==> src/rtl/pcie_sym_monitor.sv <==
// ---------------------------------------------------------------------------
// pcie_sym_monitor
//
// Passive monitor for a descrambled, 8b/10b-decoded PCIe symbol stream.
// Frames the symbols into TLPs, DLLPs and ordered sets. Reports one event per
// beat that terminated a packet, keeps saturating event counters, and holds a
// sticky framing-error flag.
//
// Parameters
//   LANES  symbols per beat (1, 2, 4, 8); lane 0 is earliest in time
//   LEN_W  packet length counter width
//   CNT_W  event counter width
//
// Ports
//   CLK, RESET    single clock, synchronous active-high reset
//   sym_val       beat valid; beats with sym_val low do not advance the parser
//   sym_data      symbols, lane i in bits [8i+7:8i]
//   sym_k         per-lane K flag
//   cnt_clr       synchronous clear of counters and ferr (wins over events)
//   pkt_done      one-cycle pulse: the previous beat terminated a packet
//   pkt_type      0 TLP good, 1 TLP nullified, 2 DLLP, 3 aborted
//   pkt_len       data symbols between start and end symbol (exclusive)
//   tlp_cnt, null_cnt, dllp_cnt, os_cnt, ferr_cnt   saturating counters
//   ferr          sticky framing-error flag
//   state_o       current parser state (0 IDLE, 1 TLP, 2 DLLP)
// ---------------------------------------------------------------------------
module pcie_sym_monitor #(
    parameter int LANES = 8,
    parameter int LEN_W = 12,
    parameter int CNT_W = 32
) (
    input  logic             CLK,
    input  logic             RESET,
    input  logic             sym_val,
    input  logic [63:0]      sym_data,
    input  logic [7:0]       sym_k,
    input  logic             cnt_clr,
    output logic             pkt_done,
    output logic [1:0]       pkt_type,
    output logic [LEN_W-1:0] pkt_len,
    output logic [CNT_W-1:0] tlp_cnt,
    output logic [CNT_W-1:0] null_cnt,
    output logic [CNT_W-1:0] dllp_cnt,
    output logic [CNT_W-1:0] os_cnt,
    output logic [CNT_W-1:0] ferr_cnt,
    output logic             ferr,
    output logic [1:0]       state_o
);

    typedef enum logic [1:0] {
        S_IDLE = 2'd0,
        S_TLP  = 2'd1,
        S_DLLP = 2'd2
    } state_t;

    localparam logic [7:0] K_STP = 8'hFB;
    localparam logic [7:0] K_SDP = 8'h5C;
    localparam logic [7:0] K_END = 8'hFD;
    localparam logic [7:0] K_EDB = 8'hFE;
    localparam logic [7:0] K_COM = 8'hBC;

    localparam int EV_W = $clog2(LANES + 1);
    localparam logic [LEN_W-1:0] DLLP_LEN = LEN_W'(6);

    // Counter plus per-beat event count, clamped at all-ones.
    function automatic logic [CNT_W-1:0] sat_add(input logic [CNT_W-1:0] a,
                                                 input logic [EV_W-1:0]  b);
        logic [CNT_W:0] s;
        s = {1'b0, a} + {{(CNT_W + 1 - EV_W){1'b0}}, b};
        return s[CNT_W] ? {CNT_W{1'b1}} : s[CNT_W-1:0];
    endfunction

    function automatic logic [LEN_W-1:0] inc_len_sat(input logic [LEN_W-1:0] l);
        return (l == {LEN_W{1'b1}}) ? l : l + LEN_W'(1);
    endfunction

    state_t           state_p1;
    logic [LEN_W-1:0] len_p1;

    state_t           st_c;
    state_t           nst;
    logic [LEN_W-1:0] ln_c;
    logic [LEN_W-1:0] nln;
    logic [7:0]       sym;
    logic             abort;
    logic             fin;
    logic             idle_err;
    logic [1:0]       ftype;
    logic [EV_W-1:0]  n_tlp, n_null, n_dllp, n_os, n_ferr;
    logic             any_done;
    logic [1:0]       last_type;
    logic [LEN_W-1:0] last_len;

    // Stage 0: unrolled per-lane parser chain, lane 0 first. Each lane sees
    // the state/length left behind by the lane before it.
    always_comb begin
        st_c      = state_p1;
        ln_c      = len_p1;
        nst       = state_p1;
        nln       = len_p1;
        sym       = 8'h00;
        abort     = 1'b0;
        fin       = 1'b0;
        idle_err  = 1'b0;
        ftype     = 2'd0;
        n_tlp     = '0;
        n_null    = '0;
        n_dllp    = '0;
        n_os      = '0;
        n_ferr    = '0;
        any_done  = 1'b0;
        last_type = 2'd0;
        last_len  = '0;
        for (int i = 0; i < LANES; i++) begin
            sym      = sym_data[8*i +: 8];
            nst      = st_c;
            nln      = ln_c;
            abort    = 1'b0;
            fin      = 1'b0;
            idle_err = 1'b0;
            ftype    = 2'd0;
            if (!sym_k[i]) begin
                if (st_c == S_TLP) begin
                    nln = inc_len_sat(ln_c);
                end else if (st_c == S_DLLP) begin
                    // A DLLP carries exactly six data symbols; a seventh aborts it.
                    if (ln_c < DLLP_LEN) begin
                        nln = ln_c + LEN_W'(1);
                    end else begin
                        abort = 1'b1;
                        nst   = S_IDLE;
                    end
                end
            end else begin
                case (sym)
                    K_STP: begin
                        abort = (st_c != S_IDLE);
                        nst   = S_TLP;
                        nln   = '0;
                    end
                    K_SDP: begin
                        abort = (st_c != S_IDLE);
                        nst   = S_DLLP;
                        nln   = '0;
                    end
                    K_COM: begin
                        abort = (st_c != S_IDLE);
                        n_os  = n_os + EV_W'(1);
                        nst   = S_IDLE;
                    end
                    K_END: begin
                        case (st_c)
                            S_TLP: begin
                                fin   = 1'b1;
                                ftype = 2'd0;
                                n_tlp = n_tlp + EV_W'(1);
                            end
                            S_DLLP: begin
                                if (ln_c == DLLP_LEN) begin
                                    fin    = 1'b1;
                                    ftype  = 2'd2;
                                    n_dllp = n_dllp + EV_W'(1);
                                end else begin
                                    abort = 1'b1;
                                end
                            end
                            default: idle_err = 1'b1;
                        endcase
                        nst = S_IDLE;
                    end
                    K_EDB: begin
                        case (st_c)
                            S_TLP: begin
                                fin    = 1'b1;
                                ftype  = 2'd1;
                                n_null = n_null + EV_W'(1);
                            end
                            S_DLLP:  abort    = 1'b1;
                            default: idle_err = 1'b1;
                        endcase
                        nst = S_IDLE;
                    end
                    default: ;
                endcase
            end
            if (abort) begin
                fin   = 1'b1;
                ftype = 2'd3;
            end
            if (abort || idle_err) begin
                n_ferr = n_ferr + EV_W'(1);
            end
            // Report uses the length before this symbol acted on it.
            if (fin) begin
                any_done  = 1'b1;
                last_type = ftype;
                last_len  = ln_c;
            end
            st_c = nst;
            ln_c = nln;
        end
    end

    // Stage 1: parser state register; idle beats hold state.
    always_ff @(posedge CLK) begin
        if (RESET) begin
            state_p1 <= S_IDLE;
            len_p1   <= '0;
        end else if (sym_val) begin
            state_p1 <= st_c;
            len_p1   <= ln_c;
        end
    end

    // Stage 1: packet report, counters and sticky error.
    always_ff @(posedge CLK) begin
        if (RESET) begin
            pkt_done <= 1'b0;
            pkt_type <= 2'd0;
            pkt_len  <= '0;
            tlp_cnt  <= '0;
            null_cnt <= '0;
            dllp_cnt <= '0;
            os_cnt   <= '0;
            ferr_cnt <= '0;
            ferr     <= 1'b0;
        end else begin
            pkt_done <= sym_val && any_done;
            if (sym_val && any_done) begin
                pkt_type <= last_type;
                pkt_len  <= last_len;
            end
            if (cnt_clr) begin
                tlp_cnt  <= '0;
                null_cnt <= '0;
                dllp_cnt <= '0;
                os_cnt   <= '0;
                ferr_cnt <= '0;
                ferr     <= 1'b0;
            end else if (sym_val) begin
                tlp_cnt  <= sat_add(tlp_cnt, n_tlp);
                null_cnt <= sat_add(null_cnt, n_null);
                dllp_cnt <= sat_add(dllp_cnt, n_dllp);
                os_cnt   <= sat_add(os_cnt, n_os);
                ferr_cnt <= sat_add(ferr_cnt, n_ferr);
                if (n_ferr != '0) begin
                    ferr <= 1'b1;
                end
            end
        end
    end

    assign state_o = state_p1;

endmodule

==> config.mk <==
export PLATFORM = sky130hd
export DESIGN_NAME = pcie_sym_monitor
export DESIGN_NICKNAME = d
export VERILOG_FILES = /design/src/rtl/pcie_sym_monitor.sv
export SDC_FILE = /design/constraint.sdc
export NUM_CORES = 1
export LEC_CHECK = 0
export CAP_MARGIN = 15
export CORE_ASPECT_RATIO = 1.5
export CORE_MARGIN = 10
export CORE_UTILIZATION = 45
export DETAILED_ROUTE_END_ITERATION = 6
export PLACE_DENSITY_LB_ADDON = 0.08
export SLEW_MARGIN = 5
export SYNTH_ARGS = -nofsm -noshare
export SYNTH_HDL_FRONTEND = slang
export SYNTH_SLANG_ARGS = --single-unit
==> constraint.sdc <==
create_clock -name CLK -period 29.8 [get_ports CLK]
set_clock_uncertainty 0.15 [all_clocks]
set_input_delay 8.94 -clock CLK [delete_from_list [all_inputs] [get_ports CLK]]
set_output_delay 8.94 -clock CLK [all_outputs]
set_load 0.005 [all_outputs]
==> run metrics <==
CTS root buf clkbuf_16; wl on met1 28.08 mm; final setup vio count 0; CP max FO 23; Highest Signal Layer met4; worst-case reg-to-reg path depth 58; Synth Instances 2606; fin nets 2962; Most common cell on crit path nand2_1; DP HPWL 62.81 mm; maxcap violations 0; area of the die 0.05176 mm^2; Max IR drop VDD 0.05613 mV; layout cells sized above 1 7.253%; GRT Total Usage 29.12%; # fillers 4127; WHS 0.3032 ns; Placer Congestion 1.042; worst min path class register to register; Post-synth top flop dfxtp_1; Crit Reg-Reg Startpoint state_o[1]; first-pass GRT wire length 120.5 mm; Worst Path Arrival 27.48 ns; Syn Nets 2782; row count 92; drt drc 4; total power 0.6369 mW; sequential cell area 0.003804 mm^2; clk sinks 190; CTS tree built; antenna viol nets, final 0; TritonCTS Buffers 17; final period demand of the worst path 27.26 ns; setup TNS 0 ns; Core ar. 0.04225 mm^2; Pwr Density 27.87 mW/mm^2; Mapped Avg Cell Area 7.408 um^2; clock latency on the worst-skew pair 0.46 ns; H-tree depth 4; Worst Setup Path Type input port to register; RSZ-0062 raised after global routing false; vias per cell 6.370; Hold EP pkt_type[0]; reg2reg setup slack 10.93 ns; fraction of registers with async set/reset 0%; final period utilization 91.47%; vias in the first global route 21.15k; Seq/Total Area, Yosys 19.70%; Slew Limit Headroom 21.40%; Routed WL 78.85 mm; hold-critical path depth 2; via count 21.43k; DRT iter0 DRCs 1525; Post-CTS Setup Inserts 0; status finished with violations; Synth area leader dfxtp_1; Leakage Power 8.172 nW; CTS max path bufs 2; RR Endpoint ferr_cnt[22]; Synth Warn # 0; final hold vios 0; Pre-Repair DR Iteration Count 7; post-synthesis cell type count 120; DR WL/cell 23.44 um; Resize count post-CTS 0; Die H 273.7 um; number of flops mapped to enable cells by yosys 0; metal2 WL 40.05 mm; Least-Margin Pin Slew 1.168 ns; area share of the largest cell type after synthesis 19.70%; die width 189.1 um; area delta synth->final 18.37%; Crit path required time 30.02 ns; Final Slew Violations 0; Crit-path slowest cell nand4_1; failing checks DRC; Worst setup SP type input port; initial antenna violation count 0; Max Clk Rate 0.03669 GHz; max incr delay on CP 0.98 ns; Seq cells post-synth 190; area of the multi-input gates 0.01471 mm^2; CP Capture Type register; Worst Hold Launch pkt_type[0]; synthesized cell area 0.01930 mm^2; routed wl met3 5.097 mm; clock-pin slew on the worst setup and hold paths 0.08 ns; final core utilization 54.09%; IO Pins 254; Area contributors post-synth dfxtp_1 (20%), ha_1 (6.2%), a21oi_1 (5.8%), nand2_1 (5.1%), xor2_1 (5.0%); number of port buffers 253; global route total overflow 0; Initial Utilization 45.70%; Hold-fix buffers, CTS 0; pin count of the biggest net entering global routing 79
## cell usage after synthesis (all sizes together) (21+ instances only)
master	instances
a211oi	27
a21oi	225
a31oi	38
and2	39
and3	66
and4	21
clkbuf	92
dfxtp	190
ha	95
inv	95
mux2	34
nand2	264
nand2b	27
nand3	132
nand4	72
nor2	245
nor2b	24
nor3	92
nor4	34
o211ai	46
o21ai	121
or2	24
or3	23
xnor2	99
xor2	110
## how the worst max path moves through the flow
stage / depth (start not counted) / start / end
global route: 58 / sym_data[0] / dllp_cnt[5]
CTS: 57 / sym_data[0] / ferr_cnt[22]
detailed placement: 61 / sym_data[0] / ferr_cnt[22]
floorplan: 65 / sym_data[5] / dllp_cnt[10]
finish: 57 / sym_data[0] / ferr_cnt[22]
global placement: 57 / sym_data[0] / ferr_cnt[29]
## per-layer routing
metal  global-route usage, %  vias to the layer above
met5                       0                        -
met4                   19.83                        0
li1                        -                    10080
met2                   52.91                      836
met3                   6.553                      233
met1                   29.01                    10280
## through the flow
stage	setup slack [ns]	area, um^2	instances
detailed placement	2.600	22250	3331
global placement	2.544	22240	3330
finish	2.542	22850	3364
global route	1.291	22850	3363
floorplan	7.565	19300	2606
CTS	2.982	22850	3363
## critical path: cells and delay by family
kind / cells / cell delay (ns)
AO/OA/AOI/OAI: 16 / 6.32
XOR/XNOR: 1 / 0.22
adder cells (fa/ha/maj): 6 / 2.42
buffers and inverters: 5 / 0.99
AND/OR/NAND/NOR: 29 / 8.52
## state kept, by name (all words and copies together) (netlist names)
name	cells
null_cnt	32
ferr	1
ferr_cnt	32
state_o	2
os_cnt	32
pkt_done	1
pkt_len	12
pkt_type	2
tlp_cnt	32
dllp_cnt	32
len_p1	12
## where the power goes
group | internal [mW] | leakage, nW | switching, mW | total, mW
Clock | 0.116 | 0.295 | 0.119 | 0.235
Sequential | 0.256 | 1.53 | 0.00517 | 0.262
Combinational | 0.0477 | 6.34 | 0.0926 | 0.140
## cell families (layout without fill, tap and decap cells)
| logic type | count (synthesis) | count (layout) | share of synthesized area (%) |
|---|---|---|---|
| mux | 53 | 53 | 2.988 |
| compound gates | 715 | 715 | 26.27 |
| xor+xnor | 209 | 209 | 9.482 |
| buf+inv | 208 | 401 | 4.193 |
| fa+ha+maj | 100 | 100 | 6.676 |
| simple gates | 1131 | 1131 | 30.69 |
| other cells | 0 | 1 | 0 |
| flops | 190 | 190 | 19.70 |
## cell usage in the layout, fill, tap and decap left out, drive strengths merged, types with 16 or more instances in the layout
cell / Yosys / routed
nand2: 264 / 264
clkdlybuf4s50: 0 / 252
nor2: 245 / 245
a21oi: 225 / 225
dfxtp: 190 / 190
nand3: 132 / 132
o21ai: 121 / 121
xor2: 110 / 110
inv: 95 / 104
xnor2: 99 / 99
ha: 95 / 95
nor3: 92 / 92
nand4: 72 / 72
and3: 66 / 66
o211ai: 46 / 46
and2: 39 / 39
a31oi: 38 / 38
mux2: 34 / 34
nor4: 34 / 34
nand2b: 27 / 27
a211oi: 27 / 27
nor2b: 24 / 24
or2: 24 / 24
or3: 23 / 23
and4: 21 / 21
o21a: 20 / 20
a311oi: 20 / 20
buf: 19 / 20
mux2i: 19 / 19
clkbuf: 92 / 18
a21o: 17 / 17
o211a: 17 / 17
o31ai: 16 / 16
o221a: 16 / 16
## layout make-up
cell class	instances	share of cell area [%]
clock inverter	14	0.7118
timing repair buffer	272	11.67
tap	564	3.088
multi-input combinational	2208	64.36
sequential	190	16.64
inverter	97	1.593
antenna	1	0.01095
clock buffer	18	1.922
(Power assumes the default switching activity.)
